`src/rtl/i2c_master_ctrl.sv`:
```
// i2c_master_ctrl: single-byte I2C master (START, addr+R/W, one data byte, ACK, STOP)
//
// Ports:
//   clk, rst_n        system clock, asynchronous active-low reset
//   start             command strobe, accepted only while busy=0
//   rw                0 = write wdata to slave, 1 = read one byte
//   addr[6:0]         target slave address
//   wdata[7:0]        byte to write
//   busy              high from command accept to end of STOP
//   done              one-cycle pulse after the last STOP quarter
//   ack_err           NACK seen on address or write-data ACK; held until next accept
//   rdata[7:0]        byte read, valid with done, held
//   scl, sda_out      bus drives (1 = released/high)
//   sda_in            SDA bus level
//   scl_in            SCL bus level, used only for clock stretching
//
// Parameter CLK_DIV: clk cycles per SCL quarter-period (2..65535).
// Define I2C_MASTER_STRETCH_EN to let a slave stretch SCL during the high phase
// of any bit or STOP; otherwise scl_in is ignored.
module i2c_master_ctrl #(
   parameter int unsigned CLK_DIV = 250
) (
   input  logic       clk,
   input  logic       rst_n,
   input  logic       start,
   input  logic       rw,
   input  logic [6:0] addr,
   input  logic [7:0] wdata,
   output logic       busy,
   output logic       done,
   output logic       ack_err,
   output logic [7:0] rdata,
   output logic       scl,
   output logic       sda_out,
   input  logic       sda_in,
   input  logic       scl_in
);

   typedef enum logic [3:0] {
      IDLE, START, ADDR, ADDR_ACK, WRITE, WRITE_ACK, READ, MNACK, STOP
   } state_t;

   state_t      state, state_nxt;
   logic [15:0] qcnt;
   logic [1:0]  q;
   logic [2:0]  bit_cnt;
   logic [7:0]  addr_rw;
   logic [7:0]  wdata_r;
   logic [7:0]  rx;
   logic        accept, tick, stall, qe, sample, last;

   assign accept = state == IDLE && start;
   assign tick   = qcnt == 16'(CLK_DIV - 1);

`ifdef I2C_MASTER_STRETCH_EN
   // Q2 is the SCL-high phase of every bit and of STOP; a low bus level there means
   // a slave is holding SCL, so the quarter counter is parked at 0 until it lets go.
   assign stall = state != IDLE && state != START && q == 2'd2 && scl && !scl_in;
`else
   logic unused;
   assign unused = scl_in;
   assign stall  = 1'b0;
`endif

   assign qe     = tick && !stall;
   assign sample = qe && q == 2'd2;
   assign last   = qe && q == 2'd3;

   always_ff @(posedge clk or negedge rst_n) begin
      if (!rst_n) state <= IDLE;
      else        state <= state_nxt;
   end

   always_comb begin
      state_nxt = state;
      case (state)
         IDLE:      state_nxt = start ? START : IDLE;
         START:     state_nxt = last ? ADDR : START;
         ADDR:      state_nxt = last && bit_cnt == 3'd7 ? ADDR_ACK : ADDR;
         ADDR_ACK:  state_nxt = !last ? ADDR_ACK : ack_err ? STOP : addr_rw[0] ? READ : WRITE;
         WRITE:     state_nxt = last && bit_cnt == 3'd7 ? WRITE_ACK : WRITE;
         WRITE_ACK: state_nxt = last ? STOP : WRITE_ACK;
         READ:      state_nxt = last && bit_cnt == 3'd7 ? MNACK : READ;
         MNACK:     state_nxt = last ? STOP : MNACK;
         STOP:      state_nxt = last ? IDLE : STOP;
         default:   state_nxt = IDLE;
      endcase
   end

   always_comb begin
      busy    = state != IDLE;
      scl     = 1'b1;
      sda_out = 1'b1;
      case (state)
         START: sda_out = ~q[1];
         ADDR: begin
            scl     = q[1];
            sda_out = addr_rw[3'd7 - bit_cnt];
         end
         WRITE: begin
            scl     = q[1];
            sda_out = wdata_r[3'd7 - bit_cnt];
         end
         ADDR_ACK, WRITE_ACK, READ, MNACK: scl = q[1];
         STOP: begin
            scl     = q != 2'd0;
            sda_out = q == 2'd3;
         end
         default: ;
      endcase
   end

   always_ff @(posedge clk or negedge rst_n) begin
      if (!rst_n) begin
         qcnt    <= '0;
         q       <= '0;
         bit_cnt <= '0;
         addr_rw <= '0;
         wdata_r <= '0;
         rx      <= '0;
         rdata   <= '0;
         ack_err <= 1'b0;
         done    <= 1'b0;
      end else begin
         done <= state == STOP && last;
         if (accept) begin
            addr_rw <= {addr, rw};
            wdata_r <= wdata;
            ack_err <= 1'b0;
            qcnt    <= '0;
            q       <= '0;
            bit_cnt <= '0;
         end else if (state != IDLE) begin
            qcnt <= stall || tick ? 16'd0 : qcnt + 16'd1;
            if (qe) q <= q + 2'd1;
            if (last) bit_cnt <= state inside {ADDR, WRITE, READ} ? bit_cnt + 3'd1 : 3'd0;
            if (sample && (state == ADDR_ACK || state == WRITE_ACK) && sda_in) ack_err <= 1'b1;
            if (sample && state == READ) rx <= {rx[6:0], sda_in};
            // rx already holds bit 0 here: it was sampled at the Q2->Q3 edge of this bit.
            if (last && state == READ && bit_cnt == 3'd7) rdata <= rx;
         end
      end
   end

endmodule

```
`config.mk`:
```
export PLATFORM = sky130hd
export DESIGN_NAME = i2c_master_ctrl
export DESIGN_NICKNAME = d
export VERILOG_FILES = /design/src/rtl/i2c_master_ctrl.sv
export SDC_FILE = /design/constraint.sdc
export NUM_CORES = 1
export LEC_CHECK = 0
export CORE_MARGIN = 2
export CORE_UTILIZATION = 56
export CTS_BUF_LIST = sky130_fd_sc_hd__clkbuf_16
export CTS_CLUSTER_DIAMETER = 120
export DETAILED_ROUTE_END_ITERATION = 10
export PLACE_DENSITY_LB_ADDON = 0.1
export SYNTH_ARGS = -nofsm -noshare
export SYNTH_HDL_FRONTEND = slang
export SYNTH_SLANG_ARGS = --single-unit
```
`constraint.sdc`:
```
create_clock -name clk -period 2.8 [get_ports clk]
set_clock_uncertainty 0.1 [all_clocks]
set_input_delay 0.42 -clock clk [delete_from_list [all_inputs] [get_ports clk]]
set_output_delay 0.42 -clock clk [all_outputs]
set_load 0.05 [all_outputs]
```
After elaboration in Yosys (flattened, before gate mapping)
Cells that the tools add are included.

word-level totals
  bits of input ports = 21
  bits in read-only memories = 0
  logic and storage cells = 85
  memories = 0
  register bits = 59
  RAM bits = 0
  bits in latches = 0
  output and inout port bits = 13

operators by class
  shift operators = 0
  div/mod/pow operators = 0
  multiply operators = 0
  add/subtract/negate cells = 4
  equal/unequal tests = 12
  muxes and demuxes = 31
  reductions and logical operators = 25
  order comparisons = 1
  bitwise operators = 2

operators with widths
  operator                                                                      number
  16-bit 2-to-1 mux                                                             3
  4-bit one-hot mux with 9 select lines                                         1
  4-bit 2-to-1 mux                                                              5
  16-bit by 1-bit adder with 16-bit output, second input constant               1
  16-bit by 8-bit == test with 1-bit output, second input constant              1
  4-bit by 3-bit == test with 1-bit output, second input constant               4
  3-bit 2-to-1 mux                                                              4
  1-bit logical AND                                                             10
  2-bit 2-to-1 mux                                                              5
  2-bit nonzero test                                                            5
  1-bit 2-to-1 mux                                                              9
  4-bit by 2-bit == test with 1-bit output, second input constant               2
  1-bit binary-select mux with 3-bit select                                     2
  2-bit AND reduction                                                           3
  3-bit AND reduction                                                           2
  6-bit OR reduction                                                            1
  2-bit == test, second input constant                                          2
  4-bit by 1-bit == test with 1-bit output, second input constant               1
  4-bit == test, second input constant                                          1
  4-bit zero test                                                               1
  3-bit by 4-bit less-than comparator with 1-bit output, second input constant  1
  1-bit one-hot mux with 4 select lines                                         1
  4-bit nonzero test                                                            1
  3-bit by 1-bit adder with 3-bit output, second input constant                 1
  7 further kinds                                                               8

Depth between registers and ports, before layout
Gate-level depths: netlist of run 1.

  depth after elaboration = 7
  depth in mapped cells = 8
  gate-level depth less buffers = 6

Worst setup path before layout of run 1
No wires, ideal clock.

  path kind = reg-to-output
  start = reg bit_cnt[0]
  end = out sda_out
  path buffers = 1
  data required time = 2280 ps
  data arrival time = 1837 ps
  cell stages (with the launch flop) = 6
  path slack = 443 ps
  cells stage by stage = dfrtp_1 -> clkbuf_1 -> mux2i_1 -> a2111oi_0 -> a32oi_1 -> nand4_1

on the way
  word-level cells in the longest chain between the ends = 4
  elaborated cells on any way between the ends = 6
  those cells by class = 1 x add/sub; 5 x mux

ends and longest elaborated chain
  what                                                                 RTL line  text
  start, declared                                                      46        logic [2:0] bit_cnt;
  start signal, assigned                                               136       if (last) bit_cnt <= state inside {ADDR, WRITE, READ} ? bit_cnt + 3'd1 : 3'd0;
  3-bit subtractor *                                                   98, 102
  1-bit binary-select mux with 3-bit select, on equally long branches  102, 98
  1-bit 2-to-1 mux, on equally long branches                           102, 98
  1-bit one-hot mux with 4 select lines *                              94        case (state)
  end, declared                                                        34        output logic sda_out,

Every way passes the cells marked *; elsewhere a longest branch is shown, timed or not. The select of a mux whose other input is x is not followed.

Worst setup path in the final report of run 1
Ends and elaborated chain as after synthesis.

==> impl_metrics.py, run 1 <==
metrics = {
    "global_route": {
        "grt_pass1_vias": 2294,
        "antenna_found_initial": 0,
        "gr-total-overflow": 0,
        "grt_pass1_wl_microns": 10900,
        "track_usage_pct": 23.1,
        "grt_max_degree": 60,
    },
    "placed_design": {
        "placed_cell_area_sq_mm": 0.00341,
        "gp_congestion": 0.820,
        "dp_hpwl_microns": 4100,
        "io_buffer_count": 32,
        "dp_slack_ns": 0.415,
        "dp_cells": 365,
    },
    "outcome": {
        "status": "completed",
    },
    "floorplanning": {
        "dieArea_sq_mm": 0.00604,
        "core_sq_mm": 0.00517,
        "start_util_pct": 58.9,
        "fp.dieH_microns": 77.7,
        "ios": 34,
        "die_w_microns": 77.7,
        "placementRows": 26,
    },
    "critical_path": {
        "reg2reg_depth": 4,
        "critPathMaxFanout": 7,
        "critPathLaunch": "bit_cnt[0]",
        "worst_ep_arrival_time_ns": 2.11,
        "reg2reg_from": "state[3]",
        "r2r-end": "wdata_r[3]",
        "r2r_setup_slack_ns": 0.40,
        "endpoint_kind": "output port",
        "critPathKind": "reg2out",
        "start_kind": "flop",
        "required_ns": 2.28,
    },
    "sta": {
        "setup_viol": 0,
        "slew_headroom_pct": 41.7,
        "hold_viol": 0,
        "tightest_slew_ns": 0.873,
        "rsz0062_at_grt": "no",
        "setup_slack_ns": 0.166,
        "tns_ns": 0,
        "min_period_ns": 2.63,
        "report.final.slew_viol_count": 0,
        "fmax_mhz": 380,
        "timing.hold.ws_ns": 0.139,
        "period_share_pct": 94.1,
    },
    "route": {
        "drt_iter0_markers": 168,
        "wl_met2_microns": 2890,
        "num_vias": 2295,
        "drt-met1-wl_microns": 2900,
        "wl_met3_microns": 298,
        "firstDrtPassIters": 4,
        "viasPerCell": 6.04,
        "wl_microns": 6180,
        "drtAntennaViolNets": 0,
        "routedWlPerCell_microns": 16.3,
        "route.detailed.drc": 0,
        "highest-signal-layer": "met4",
    },
    "synth": {
        "async_reset_ff_share_pct": 100,
        "syn_nets": 302,
        "netlist_instances": 274,
        "yosysUniqueCellTypes": 48,
        "ys_seq_area_share_pct": 48.5,
        "synth-main-ff-cell": "dfrtp_1",
        "ys_ff_latch": 59,
        "synth-edff-count": 0,
        "syn_area_sq_mm": 0.00305,
        "avgSynthCellArea_sq_um": 11.1,
        "yosys_warnings": 0,
    },
    "clock_tree": {
        "cts_buffer_depth": 2,
        "insertion_delay_ns": 0.32,
        "numClockSinks": 59,
        "cts_buffers": 9,
        "cts_tree": "yes",
        "postCtsSetupRepairBufs": 0,
        "cts_max_level": 3,
        "path_clk_slew_ns": 0.05,
        "clockRootBuffer": "clkbuf_16",
    },
    "finish": {
        "final_core_utilization_pct": 70.9,
        "n_antenna_cell": 0,
        "drive_gt1_share_pct": 17.1,
        "nets": 334,
        "area_growth_pct": 20.4,
        "stdcell_count": 380,
        "final_cell_area_sq_mm": 0.00367,
    },
    "job": {
        "cap_violations": 0,
    },
    "pwr": {
        "max-vdd-ir-drop_mv": 0.293,
        "powerDensity_mw_per_mm2": 495,
        "p_leak_nw": 1.72,
        "power_mw": 1.81,
    },
    "min_path": {
        "hp-class": "in2async",
    },
}
worst max-delay path, stage by stage (launching register included):
cell	delay [ns]
dfrtp_1	0.55
mux2i_1	0.13
a2111oi_0	0.63
nand3_1	0.16
nand4_1	0.17
buf_12	0.15
worst max path at each step:
stage	endpoint	slack, ns	cells after the start
after floorplan	sda_out	0.44	5
after global placement	rdata[6]	0.43	4
after detailed placement	rdata[5]	0.42	4
after CTS	sda_out	0.12	5
after global routing	sda_out	0.02	5
final	sda_out	0.17	5
power breakdown:
part | internal, mW | leakage, nW | switching, mW
logic | 0.0240 | 0.830 | 0.0193
registers | 0.855 | 0.755 | 0.000555
clock network | 0.576 | 0.135 | 0.339
total | 1.46 | 1.72 | 0.359
cells in the final DEF, fill, tap and decap left out, types with 3 or more instances in the layout:
cell type | netlist | routed
or4_4 | 3 | 3
nor3_1 | 5 | 5
buf_4 | 2 | 6
inv_1 | 10 | 12
nor4_1 | 6 | 6
nand4_1 | 10 | 10
mux2i_1 | 11 | 11
mux2_1 | 8 | 8
or4_1 | 3 | 3
a31oi_1 | 10 | 10
nand2_1 | 17 | 17
dfrtp_1 | 59 | 59
clkdlybuf4s50_1 | 0 | 28
ha_1 | 7 | 7
o21ai_0 | 7 | 7
a21oi_1 | 3 | 3
nand2b_1 | 5 | 5
clkbuf_16 | 0 | 9
nand3b_1 | 3 | 3
nand3_1 | 19 | 19
nor2b_1 | 3 | 3
mux2_2 | 24 | 24
o21ai_1 | 4 | 4
clkinv_2 | 0 | 3
nor2_1 | 8 | 8
synth_stat cells, drive strengths merged (6+ instances only):
| master | instances | area (sq um) |
|---|---|---|
| dfrtp | 59 | 1480 |
| nor2 | 8 | 30.0 |
| nand2 | 17 | 63.8 |
| mux2 | 32 | 360 |
| clkbuf | 12 | 45.0 |
| or4 | 6 | 56.3 |
| ha | 7 | 87.6 |
| nor4 | 7 | 58.8 |
| o21ai | 11 | 55.1 |
| nand4 | 10 | 62.6 |
| inv | 10 | 37.5 |
| nand3 | 21 | 115 |
| mux2i | 11 | 110 |
| a31oi | 10 | 62.6 |
cell type report:
cell class,instances,area [sq um]
Fill cell,374,1510
Sequential cell,59,1480
Multi-Input combinational cell,189,1450
Timing Repair Buffer,37,363
Clock buffer,9,225
Tap cell,70,87.6
Inverter,10,37.5
Clock inverter,6,26.3
flip-flops by register name, summed over array words and instances (netlist names):
signal / flops
addr_rw: 8
rdata: 8
state: 4
done: 1
bit_cnt: 3
ack_err: 1
wdata_r: 8
q: 2
qcnt: 16
rx: 8
routing by layer:
metal / track usage (%) / vias up
met1: 32.8 / 1123
met3: 5.23 / 9
met2: 34.7 / 71
met4: 8.57 / 0
li1: - / 1092
met5: 0 / -
timing repair:
action	CTS	global route
hold buffers	0	0
setup endpoints to repair	0	2
resized for setup	0	2
logic make-up (layout without fill, tap and decap cells):
family / after synthesis / in the layout / synth area share [%]
buf+inv: 26 / 62 / 3.94
simple gates: 93 / 93 / 18.0
compound gates: 42 / 42 / 9.16
mux: 45 / 45 / 16.9
fa+ha+maj: 7 / 7 / 2.88
flops: 59 / 59 / 48.5
xor+xnor: 2 / 2 / 0.575
(Power assumes the default switching activity.)
==> run 2, diff against run 1 <==
--- a/config.mk
+++ b/config.mk
@@ -11,6 +11,8 @@
 export CTS_CLUSTER_DIAMETER = 120
 export DETAILED_ROUTE_END_ITERATION = 10
 export PLACE_DENSITY_LB_ADDON = 0.1
+export SETUP_SLACK_MARGIN = 0.5
 export SYNTH_ARGS = -nofsm -noshare
 export SYNTH_HDL_FRONTEND = slang
 export SYNTH_SLANG_ARGS = --single-unit
+export TNS_END_PERCENT = 5
==> run 2 against run 1 <==
Net effect:
- die area is the same
- global-route usage shrank 0.32 points
- first-iteration DRC count grew 16%
- highest routed layer unchanged
==> impl_metrics.py, run 2 (synthesis gave the netlist of run 1 again) <==
metrics = {
    "finish": {
        "layout_common_cells": "dfrtp_1, clkdlybuf4s50_1, mux2_2",
        "register_area_sq_mm": 0.00148,
        "area_growth_pct": 25.8,
        "stdcell_count": 390,
        "n_fill_cell": 354,
        "regMostFlops": "qcnt",
        "multi_input_area_sq_mm": 0.00150,
        "final_common_cell": "dfrtp_1",
        "drive_gt1_share_pct": 23.8,
        "nets": 345,
        "largest_reg_flops": 16,
        "n_antenna_cell": 0,
    },
    "placed_design": {
        "dp_cells": 365,
        "io_buffer_count": 32,
        "gp_congestion": 0.867,
        "dp_hpwl_microns": 4220,
        "dp_slack_ns": 0.345,
    },
    "critical_path": {
        "endpoint_kind": "output port",
        "critPathKind": "reg2out",
        "required_ns": 2.28,
        "start_kind": "flop",
        "worst_ep_arrival_time_ns": 1.87,
        "reg2reg_from": "qcnt[2]",
        "reg2reg_depth": 4,
        "r2r_setup_slack_ns": 0.42,
        "critPathMaxFanout": 6,
        "r2r-end": "rdata[1]",
    },
    "sta": {
        "timing.hold.ws_ns": 0.0509,
        "tns_ns": 0,
        "slew_headroom_pct": 44.3,
        "report.final.slew_viol_count": 0,
        "period_share_pct": 85.4,
        "min_period_ns": 2.39,
        "fmax_mhz": 418,
        "setup_viol": 0,
        "rsz0062_at_grt": "yes",
        "tightest_slew_ns": 0.834,
        "setup_slack_ns": 0.409,
        "hold_viol": 0,
    },
    "global_route": {
        "grt_pass1_wl_microns": 10900,
        "grt_max_degree": 33,
        "antenna_found_initial": 0,
        "grt_pass1_vias": 2282,
        "gr-total-overflow": 0,
        "track_usage_pct": 22.8,
    },
    "clock_tree": {
        "cts_tree": "yes",
        "clockRootBuffer": "clkbuf_16",
        "numClockSinks": 59,
        "cts_buffers": 9,
        "cts_hold_buf": 0,
        "cts_max_level": 3,
        "insertion_delay_ns": 0.32,
        "cts_buffer_depth": 2,
        "path_clk_slew_ns": 0.05,
    },
    "floorplanning": {
        "fp.dieH_microns": 77.7,
        "die_w_microns": 77.7,
        "placementRows": 26,
        "ios": 34,
        "core_sq_mm": 0.00517,
        "dieArea_sq_mm": 0.00604,
        "start_util_pct": 58.9,
    },
    "route": {
        "routedWlPerCell_microns": 16.7,
        "firstDrtPassIters": 4,
        "wl_microns": 6500,
        "route.detailed.drc": 0,
        "num_vias": 2350,
        "drt_iter0_markers": 195,
        "viasPerCell": 6.03,
        "drtAntennaViolNets": 0,
    },
    "pwr": {
        "powerDensity_mw_per_mm2": 498,
        "max-vdd-ir-drop_mv": 0.323,
        "p_leak_nw": 1.76,
        "power_mw": 1.91,
    },
    "min_path": {
        "hp-class": "in2async",
    },
    "outcome": {
        "status": "completed",
    },
    "job": {
        "cap_violations": 0,
    },
}
[run 2: cell types whose count changed in the layout (fill, tap and decap cells not counted), sizes merged]
cell	before	now
inv	12	10
bufinv	0	1
dlygate4sd2	0	1
buf	8	18
dlymetal6s2s	1	0
clkbuf	9	10
[run 2: worst max-delay path: stages, from the launching register on]
cell and delay, ns:
dfrtp_2 0.49, mux2i_4 0.24, a2111oi_4 0.32, a32oi_1 0.14
nand4_1 0.19, buf_12 0.17
[run 2: report_power, final]
| part | internal [mW] | total (mW) | switching, mW |
|---|---|---|---|
| logic | 0.0249 | 0.0453 | 0.0204 |
| clock network | 0.665 | 1.01 | 0.340 |
| registers | 0.855 | 0.856 | 0.000581 |
[run 2: how the worst max path moves through the flow]
| stage | start | cells past startpoint | to |
|---|---|---|---|
| detailed placement | state[3] | 3 | addr_rw[4] |
| floorplan | bit_cnt[0] | 5 | sda_out |
| global placement | state[3] | 3 | wdata_r[6] |
| finish | bit_cnt[0] | 5 | sda_out |
| CTS | bit_cnt[0] | 5 | sda_out |
| global route | bit_cnt[0] | 5 | sda_out |
[run 2: layer usage]
metal | part of all wire [%] | global-route usage [%] | vias up | wire, microns
met5 | 0 | 0 | - | 0
li1 | - | - | 1116 | -
met4 | 1.0 | 7.32 | 0 | 68
met2 | 46 | 34.9 | 75 | 3020
met3 | 5.6 | 5.23 | 4 | 364
met1 | 47 | 32.2 | 1155 | 3050
[run 2: what timing repair did]
item | CTS | global route
setup buffers | 3 | 8
resized for setup | 17 | 7
endpoints found under the hold margin | 0 | 0
gates cloned | 0 | 0
pin swaps | 3 | 3
setup endpoints to repair | 32 | 35
[run 2: final cells by class]
class,count,area share [%]
sequential,59,38.7
clock buffer,9,5.88
inverter,10,0.980
multi-input combinational,189,39.2
tap,70,2.29
timing repair buffer,48,11.7
clock inverter,5,1.21
[run 2: stage by stage]
stage,instance area (sq um),utilization [%]
floorplan,3050,-
global route,3830,74.0
finish,3830,74.0
CTS,3760,72.7
detailed placement,3410,65.9
global placement,3410,65.9
==> run 3, diff against run 2 <==
--- a/config.mk
+++ b/config.mk
@@ -5,8 +5,10 @@
 export SDC_FILE = /design/constraint.sdc
 export NUM_CORES = 1
 export LEC_CHECK = 0
+export CELL_PAD_IN_SITES_DETAIL_PLACEMENT = 1
+export CELL_PAD_IN_SITES_GLOBAL_PLACEMENT = 1
 export CORE_MARGIN = 2
-export CORE_UTILIZATION = 56
+export CORE_UTILIZATION = 45
 export CTS_BUF_LIST = sky130_fd_sc_hd__clkbuf_16
 export CTS_CLUSTER_DIAMETER = 120
 export DETAILED_ROUTE_END_ITERATION = 10
==> run 3 against run 2 <==
Net effect:
- clock power up 17%
- die area grew 23%
- wire length increased by 29%
- utilization down 12 points
- sequential share of layout area shrank 1.6 points
- hold slack improved by 0.33 ns
- critical path type unchanged
- critical endpoint unchanged
- highest routed layer unchanged
==> impl_metrics.py, run 3 (synthesis gave the netlist of run 1 again) <==
metrics = {
    "floorplanning": {
        "placementRows": 29,
        "core_sq_mm": 0.00646,
        "start_util_pct": 47.2,
        "fp.dieH_microns": 86.3,
        "dieArea_sq_mm": 0.00744,
        "die_w_microns": 86.3,
        "ios": 34,
    },
    "pwr": {
        "seqPwrFrac_pct": 41.0,
        "powerDensity_mw_per_mm2": 520,
        "pwr-share-comb_pct": 2.3,
        "p_int_mw": 1.65,
        "sw_frac_of_total_pct": 20.7,
        "max-vdd-ir-drop_mv": 0.292,
        "p_clk_share_pct": 56.8,
        "p_switching_uw": 431,
        "p_leak_nw": 1.83,
    },
    "route": {
        "num_vias": 2431,
        "firstDrtPassIters": 4,
        "routedWlPerCell_microns": 20.5,
        "drt_iter0_markers": 108,
        "route.detailed.drc": 0,
        "wl_microns": 8380,
        "viasPerCell": 5.94,
        "drtAntennaViolNets": 0,
    },
    "min_path": {
        "hp-start": "rdata[6]",
        "holdPathStages": 1,
        "worstHoldEndpoint": "rdata[6]",
        "hp-class": "reg2reg",
    },
    "global_route": {
        "track_usage_pct": 22.2,
        "grt_max_degree": 24,
        "antenna_found_initial": 0,
        "grt_pass1_vias": 2476,
        "gr-total-overflow": 0,
        "grt_pass1_wl_microns": 12700,
    },
    "sta": {
        "hold_viol": 0,
        "tightest_slew_ns": 0.528,
        "period_share_pct": 85.6,
        "fmax_mhz": 417,
        "slew_headroom_pct": 64.5,
        "min_period_ns": 2.40,
        "setup_viol": 0,
        "timing.hold.ws_ns": 0.382,
        "rsz0062_at_grt": "yes",
        "tns_ns": 0,
        "report.final.slew_viol_count": 0,
    },
    "placed_design": {
        "io_buffer_count": 32,
        "gp_congestion": 0.770,
        "dp_hpwl_microns": 4980,
    },
    "finish": {
        "n_fill_cell": 671,
        "n_antenna_cell": 0,
        "regMostFlops": "qcnt",
        "area_growth_pct": 31.7,
        "nets": 355,
        "drive_gt1_share_pct": 30.1,
        "final_common_cell": "dfrtp_1",
        "layout_common_cells": "dfrtp_1, clkdlybuf4s50_1, mux2_2",
        "largest_reg_flops": 16,
    },
    "critical_path": {
        "reg2reg_from": "qcnt[2]",
        "slowest_stage": "dfrtp_2",
        "crit_chain": "buf_12 -> buf_4 -> a2111oi_4 -> a32oi_1 -> nand4_1 -> buf_12",
        "endpoint_kind": "output port",
        "critPathKind": "reg2out",
        "r2r-end": "qcnt[14]",
        "start_kind": "flop",
        "reg2reg_depth": 4,
        "slowest_delay_ns": 0.42,
        "crit_top_cell": "buf_12",
        "worst_ep_arrival_time_ns": 1.88,
        "required_ns": 2.28,
        "r2r_setup_slack_ns": 0.46,
        "critPathMaxFanout": 6,
    },
    "clock_tree": {
        "path_clk_slew_ns": 0.05,
        "numClockSinks": 59,
        "cts_buffer_depth": 2,
        "cts_max_level": 3,
        "clockRootBuffer": "clkbuf_16",
        "cts_buffers": 9,
        "cts_tree": "yes",
        "insertion_delay_ns": 0.33,
    },
    "job": {
        "cap_violations": 0,
    },
    "outcome": {
        "status": "completed",
    },
}
==> run 3: worst max-delay path, delay by kind of cell (launching register included) <==
kind,cells,cell delay (ns)
and+or+nand+nor,1,0.19
buffers and inverters,3,0.43
AOI/OAI and AO/OA,2,0.51
DFF,1,0.42
==> run 3: power groups by stage <==
stage | Sequential, mW | Clock, mW | Combinational [mW]
2_1_floorplan | 0.870 | 0 | 0.00115
3_3_place_gp | 0.869 | 0 | 0.0466
3_5_place_dp | 0.869 | 0 | 0.0477
4_1_cts | 0.854 | 1.20 | 0.0490
5_1_grt | 0.854 | 1.23 | 0.0522
6_report | 0.854 | 1.18 | 0.0471
==> run 3: timing repair <==
action | 4_1_cts | 5_1_grt
hold buffers | 1 | 0
cloned | 1 | 0
endpoints found under the setup margin | 15 | 54
setup buffers | 1 | 16
pin swaps | 0 | 6
hold endpoints to repair | 14 | 0
gates resized for setup | 4 | 30
==> run 3: layout make-up <==
type | count | area, sq um | share of cell area [%]
multi-input cells | 189 | 1530 | 38.2
flip-flops and latches | 59 | 1490 | 37.1
repair buffers | 57 | 531 | 13.2
clock buffers | 9 | 225 | 5.61
well taps | 77 | 96.3 | 2.40
clock inverters | 7 | 92.6 | 2.31
inverters | 10 | 41.3 | 1.03
repair inverters | 1 | 5.00 | 0.125
==> run 3: layer usage <==
metal / wire length, microns / vias to the layer above / global-route usage, %
met5: 0 / - / 0
met4: 137 / 0 / 10.4
met3: 268 / 12 / 3.52
met2: 4200 / 56 / 35.3
met1: 3780 / 1229 / 30.1
li1: - / 1134 / -
==> run 3: stage by stage <==
stage,util (%),power (mW),setup WS (ns),instances,instance area [sq um]
after floorplan,-,0.871,0.521,274,3050
after global placement,53.2,0.916,0.376,374,3430
after detailed placement,53.2,0.917,0.339,374,3430
after CTS,58.5,2.10,0.284,393,3780
after global routing,62.1,2.14,0.360,409,4010
final,62.1,2.09,0.404,409,4010
==> run 3: worst max-delay path by stage <==
stage	start	to	cells past startpoint
final	state[1]	sda_out	6
after detailed placement	qcnt[2]	rdata[4]	4
after floorplan	bit_cnt[0]	sda_out	5
after CTS	qcnt[12]	rdata[4]	4
after global routing	state[1]	sda_out	6
after global placement	qcnt[2]	rdata[5]	4
==> variant 1 (settings of run 3) <==
Put one more register stage on the output `ack_err`, with the module's reset. The value now appears one clock later. The other outputs are not delayed to match.
--- a/src/rtl/i2c_master_ctrl.sv
+++ b/src/rtl/i2c_master_ctrl.sv
@@ -42,2 +42,4 @@
 
+   logic ack_err_s0;
+
    state_t      state, state_nxt;
@@ -79,3 +81,3 @@
          ADDR:      state_nxt = last && bit_cnt == 3'd7 ? ADDR_ACK : ADDR;
-         ADDR_ACK:  state_nxt = !last ? ADDR_ACK : ack_err ? STOP : addr_rw[0] ? READ : WRITE;
+         ADDR_ACK:  state_nxt = !last ? ADDR_ACK : ack_err_s0 ? STOP : addr_rw[0] ? READ : WRITE;
          WRITE:     state_nxt = last && bit_cnt == 3'd7 ? WRITE_ACK : WRITE;
@@ -121,3 +123,3 @@
          rdata   <= '0;
-         ack_err <= 1'b0;
+         ack_err_s0 <= 1'b0;
          done    <= 1'b0;
@@ -128,3 +130,3 @@
             wdata_r <= wdata;
-            ack_err <= 1'b0;
+            ack_err_s0 <= 1'b0;
             qcnt    <= '0;
@@ -136,3 +138,3 @@
             if (last) bit_cnt <= state inside {ADDR, WRITE, READ} ? bit_cnt + 3'd1 : 3'd0;
-            if (sample && (state == ADDR_ACK || state == WRITE_ACK) && sda_in) ack_err <= 1'b1;
+            if (sample && (state == ADDR_ACK || state == WRITE_ACK) && sda_in) ack_err_s0 <= 1'b1;
             if (sample && state == READ) rx <= {rx[6:0], sda_in};
@@ -144,2 +146,10 @@
 
+   always_ff @(posedge clk or negedge rst_n) begin
+      if (!rst_n) begin
+         ack_err <= '0;
+      end else begin
+         ack_err <= ack_err_s0;
+      end
+   end
+
 endmodule
Formal check against the unedited RTL: same outputs for any inputs over 10 cycles, from zero or initial values and one cycle with rst_n low; that may be too few to reach the edited logic, so the function may still have changed.
==> variant 1 against run 3 <==
Sequential cell count grew 1. Global-route usage shrank 0.67 points. Area after synthesis shrank 2.2%. Worst setup slack lost 0.019 ns. Non-clock buffer count shrank 10. First-iteration DRC count shrank 28%. Highest routed layer unchanged. Total power is essentially flat. Die area shrank 2.1%. Design area shrank 5.4%. Wire length shrank 17%. Via count shrank 9.6%.
==> variant 1: results <==
{
  "cp_slowest_cell": "mux4_2",
  "wl_per_cell_um": 17.9,
  "synth.distinct_cells": 53,
  "final_nets": 336,
  "synth-seq-area-share_pct": 50.4,
  "hold_slack_ns": 0.137,
  "placed_area_mm2": 0.00339,
  "worstPathArrival_ns": 1.90,
  "grt_first_pass_wirelength_mm": 12.2,
  "synth_xor_area_share_pct": 1.47,
  "multiInputGateArea_mm2": 0.00142,
  "vias": 2198,
  "clockRootBuffer": "clkbuf_16",
  "syn_nets": 289,
  "wl_met2_mm": 3.51,
  "yosys.area_share.adder_pct": 2.94,
  "drive_gt1_share_pct": 29.4,
  "p_leak_nw": 1.75,
  "max_stage_delay_ns": 0.50,
  "status": "finished clean",
  "p_switching_mw": 0.417,
  "fin_crit_ns": 2.42,
  "crit_path_max_fanout": 7,
  "ys_top_cells_by_area": "dfrtp_1 50%, mux2_2 13%, ha_1 2.9%",
  "placed_cells": 366,
  "grt_pass1_vias": 2446,
  "peakVddDrop_mv": 0.692,
  "synthTopCellsByCount": "60 x dfrtp_1, 34 x mux2_2, 23 x nand2_1",
  "synth_cells": 261,
  "wl_met3_um": 183,
  "dp_hpwl_mm": 4.46,
  "grt_max_degree": 61,
  "slew-limit-headroom_pct": 48.2,
  "hp-class": "input port to asynchronous set/reset pin",
  "synthMuxAreaShare_pct": 16.1,
  "met1Wirelength_mm": 3.20,
  "grt_usage_pct": 21.6,
  "synth_compound_area_share_pct": 9.58,
  "totalWireLength_mm": 7.00,
  "reg2reg_slack_ns": 0.47,
  "fill_cells": 670
}
## variant 1: cell types whose count changed after synthesis, moves of 5 or more
cell | before | now
mux2i_1 | 11 | 5
nor4_1 | 6 | 1
nand3_1 | 19 | 13
mux2_1 | 8 | 0
nand2_1 | 17 | 23
mux2_2 | 24 | 34
o21ai_0 | 7 | 12
clkbuf_1 | 12 | 6
nand4_1 | 10 | 3
a21oi_1 | 3 | 9
## variant 1: kinds of logic after synthesis
family	count (synthesis)
AO/OA/AOI/OAI	46
flip-flops	60
XOR/XNOR	5
AND/OR/NAND/NOR	81
buffers and inverters	21
multiplexers	41
adder cells (fa/ha/maj)	7
## variant 1: layout make-up
| type | instances | area share, % |
|---|---|---|
| clock buffers | 9 | 5.93 |
| clock inverters | 7 | 2.18 |
| inverters | 10 | 0.989 |
| multi-input cells | 180 | 37.4 |
| flip-flops and latches | 60 | 39.7 |
| well taps | 77 | 2.54 |
| repair buffers | 47 | 11.3 |
## variant 1: worst reg2reg max path, cell delays in order, from the launching register on
cell	delay [ns]
dfrtp_1	0.43
or4_4	0.56
nor4_4	0.39
buf_4	0.18
buf_4	0.13
nand3_4	0.13
mux2_2	0.31
## variant 1: layer usage
layer  vias to the layer above  GRT usage, %
met2                        33          35.4
met5                         -             0
met3                         9          3.79
li1                       1046             -
met1                      1110          28.2
met4                         0          9.09
## variant 1: power groups by stage
| stage | logic, mW | clock network, mW | registers, mW |
|---|---|---|---|
| after CTS | 0.0544 | 1.18 | 0.877 |
| after detailed placement | 0.0541 | 0 | 0.892 |
| after global routing | 0.0592 | 1.21 | 0.878 |
| after global placement | 0.0529 | 0 | 0.892 |
| final | 0.0521 | 1.15 | 0.878 |
| after floorplan | 0.00729 | 0 | 0.891 |
## variant 1: final timing paths
path                            start    endpoint  cells after the start
min in group clk           ack_err_s0     ack_err                      0
max in group asynchronous       rst_n  bit_cnt[0]                      2
max reg2reg                  qcnt[12]       rx[4]                      6
min                             rst_n       rx[7]                      2
min reg2reg                ack_err_s0     ack_err                      0
max                        bit_cnt[0]     sda_out                      5
## variant 1: repair_timing
item	CTS	global route
setup endpoints to repair	24	44
gates resized for setup	12	7
buffers inserted	4	4
hold endpoints to repair	0	0
pin swaps	3	4
==> variant 2 (settings of run 3) <==
Without the edit above. Build with the macro `I2C_MASTER_STRETCH_EN` defined.
--- a/src/rtl/i2c_master_ctrl.sv
+++ b/src/rtl/i2c_master_ctrl.sv
@@ -19,2 +19,4 @@
 // of any bit or STOP; otherwise scl_in is ignored.
+`define I2C_MASTER_STRETCH_EN
+
 module i2c_master_ctrl #(
Check against the original RTL: no difference found for any inputs over 10 cycles, from zero or initial values and one cycle with rst_n low; that may be too few to reach the edited logic, so the function may still have changed.
==> variant 2 against run 3 <==
Sequential cell count unchanged. Design area decreased by 3.7%. Non-clock buffer count decreased by 7. Area after synthesis decreased by 0.33%. Wire length decreased by 6.6%. Global-route usage increased by 1.1 points. Die area decreased by 0.31%. Count of clock-buffer cells in the layout unchanged. Sequential share of layout area increased by 1.2 points. Worst setup slack got worse by 0.076 ns. Largest cell class unchanged. Highest routed layer unchanged.
Power is not compared: it rests on default switching activity, and its combinational part moved more than twofold at a synthesized area within 25%.
==> variant 2: results <==
{
  "status": "finished clean",
  "grt_pass1_vias": 2556,
  "dp_hpwl_mm": 4.88,
  "fin_crit_ns": 2.47,
  "ys_top_cells_by_area": "dfrtp_1 49%, mux2_2 8.9%, mux2_4 4.0%",
  "met1_usage_pct": 30.2,
  "totalWireLength_mm": 7.83,
  "ff2ff_path_depth": 5,
  "synthTopCellsByCount": "59 x dfrtp_1, 24 x mux2_2, 16 x nand2_1, 16 x o21ai_0, 11 x a21oi_1",
  "slew-limit-headroom_pct": 49.5,
  "grtUsageMet3_pct": 6.06,
  "gp_congestion": 0.845,
  "crit_path_max_fanout": 4,
  "grt_usage_pct": 23.3,
  "synth-seq-area-share_pct": 48.6,
  "grt_first_pass_wirelength_mm": 13.2,
  "final_nets": 345,
  "io_buffers": 33,
  "wl_met3_um": 283,
  "startpoint": "bit_cnt[0]",
  "firstDrtPassIters": 6,
  "synth.distinct_cells": 47,
  "wl_met2_mm": 3.95,
  "worstReg2RegEnd": "rx[5]",
  "drive_gt1_share_pct": 25.8,
  "grt_max_degree": 60,
  "hp-class": "input port to asynchronous set/reset pin",
  "met2_usage_pct": 38.3,
  "syn_nets": 297,
  "reg2reg_slack_ns": 0.35,
  "first_iter_violations": 61,
  "fill_cells": 658,
  "vias": 2394,
  "met1Wirelength_mm": 3.47
}
variant 2: cell types whose count changed after synthesis, sizes merged, moves of 7 or more:
cell	run 3	this run
or3	1	8
a21oi	3	11
a31oi	10	1
mux2i	11	3
o21ai	11	18
nand3	21	12
variant 2: final cells by class:
cell class              instances  area share (%)
flip-flops and latches         59            38.3
well taps                      77            2.50
repair buffers                 50            11.6
clock inverters                 7            2.14
clock buffers                   9            5.83
inverters                      10           0.972
multi-input cells             187            38.7
variant 2: timing repair:
action / CTS / global route
endpoints found under the hold margin: 0 / 0
gates cloned: 0 / 0
resized for setup: 8 / 2
setup buffers: 7 / 0
setup endpoints to repair: 36 / 40
pin swaps: 3 / 0
variant 2: through the flow:
step	std cells	hold WS (ns)	setup WS, ns	cell area [um2]
3_3_place_gp	376	0.368	0.280	3480
5_1_grt	399	0.198	0.262	3860
4_1_cts	399	0.178	0.331	3860
3_5_place_dp	376	0.380	0.242	3480
2_1_floorplan	269	0.0244	0.427	3050
6_report	399	0.143	0.328	3860
variant 2: critical path, stage by stage (launching register included):
cell	delay (ns)
dfrtp_2	0.41
mux4_2	0.53
mux2_4	0.29
o22ai_2	0.15
o21ai_2	0.08
buf_6	0.16
variant 2: cells by family (layout without fill, tap and decap cells):
| family | count (synthesis) | after routing | share of synthesized area (%) |
|---|---|---|---|
| DFF | 59 | 59 | 48.6 |
| buffers and inverters | 23 | 76 | 3.13 |
| AOI/OAI and AO/OA | 49 | 49 | 9.98 |
| xor gates and xnor gates | 2 | 2 | 0.577 |
| muxes | 40 | 40 | 17.2 |
| adders and majority gates | 7 | 7 | 2.89 |
| and+or+nand+nor | 89 | 89 | 17.6 |
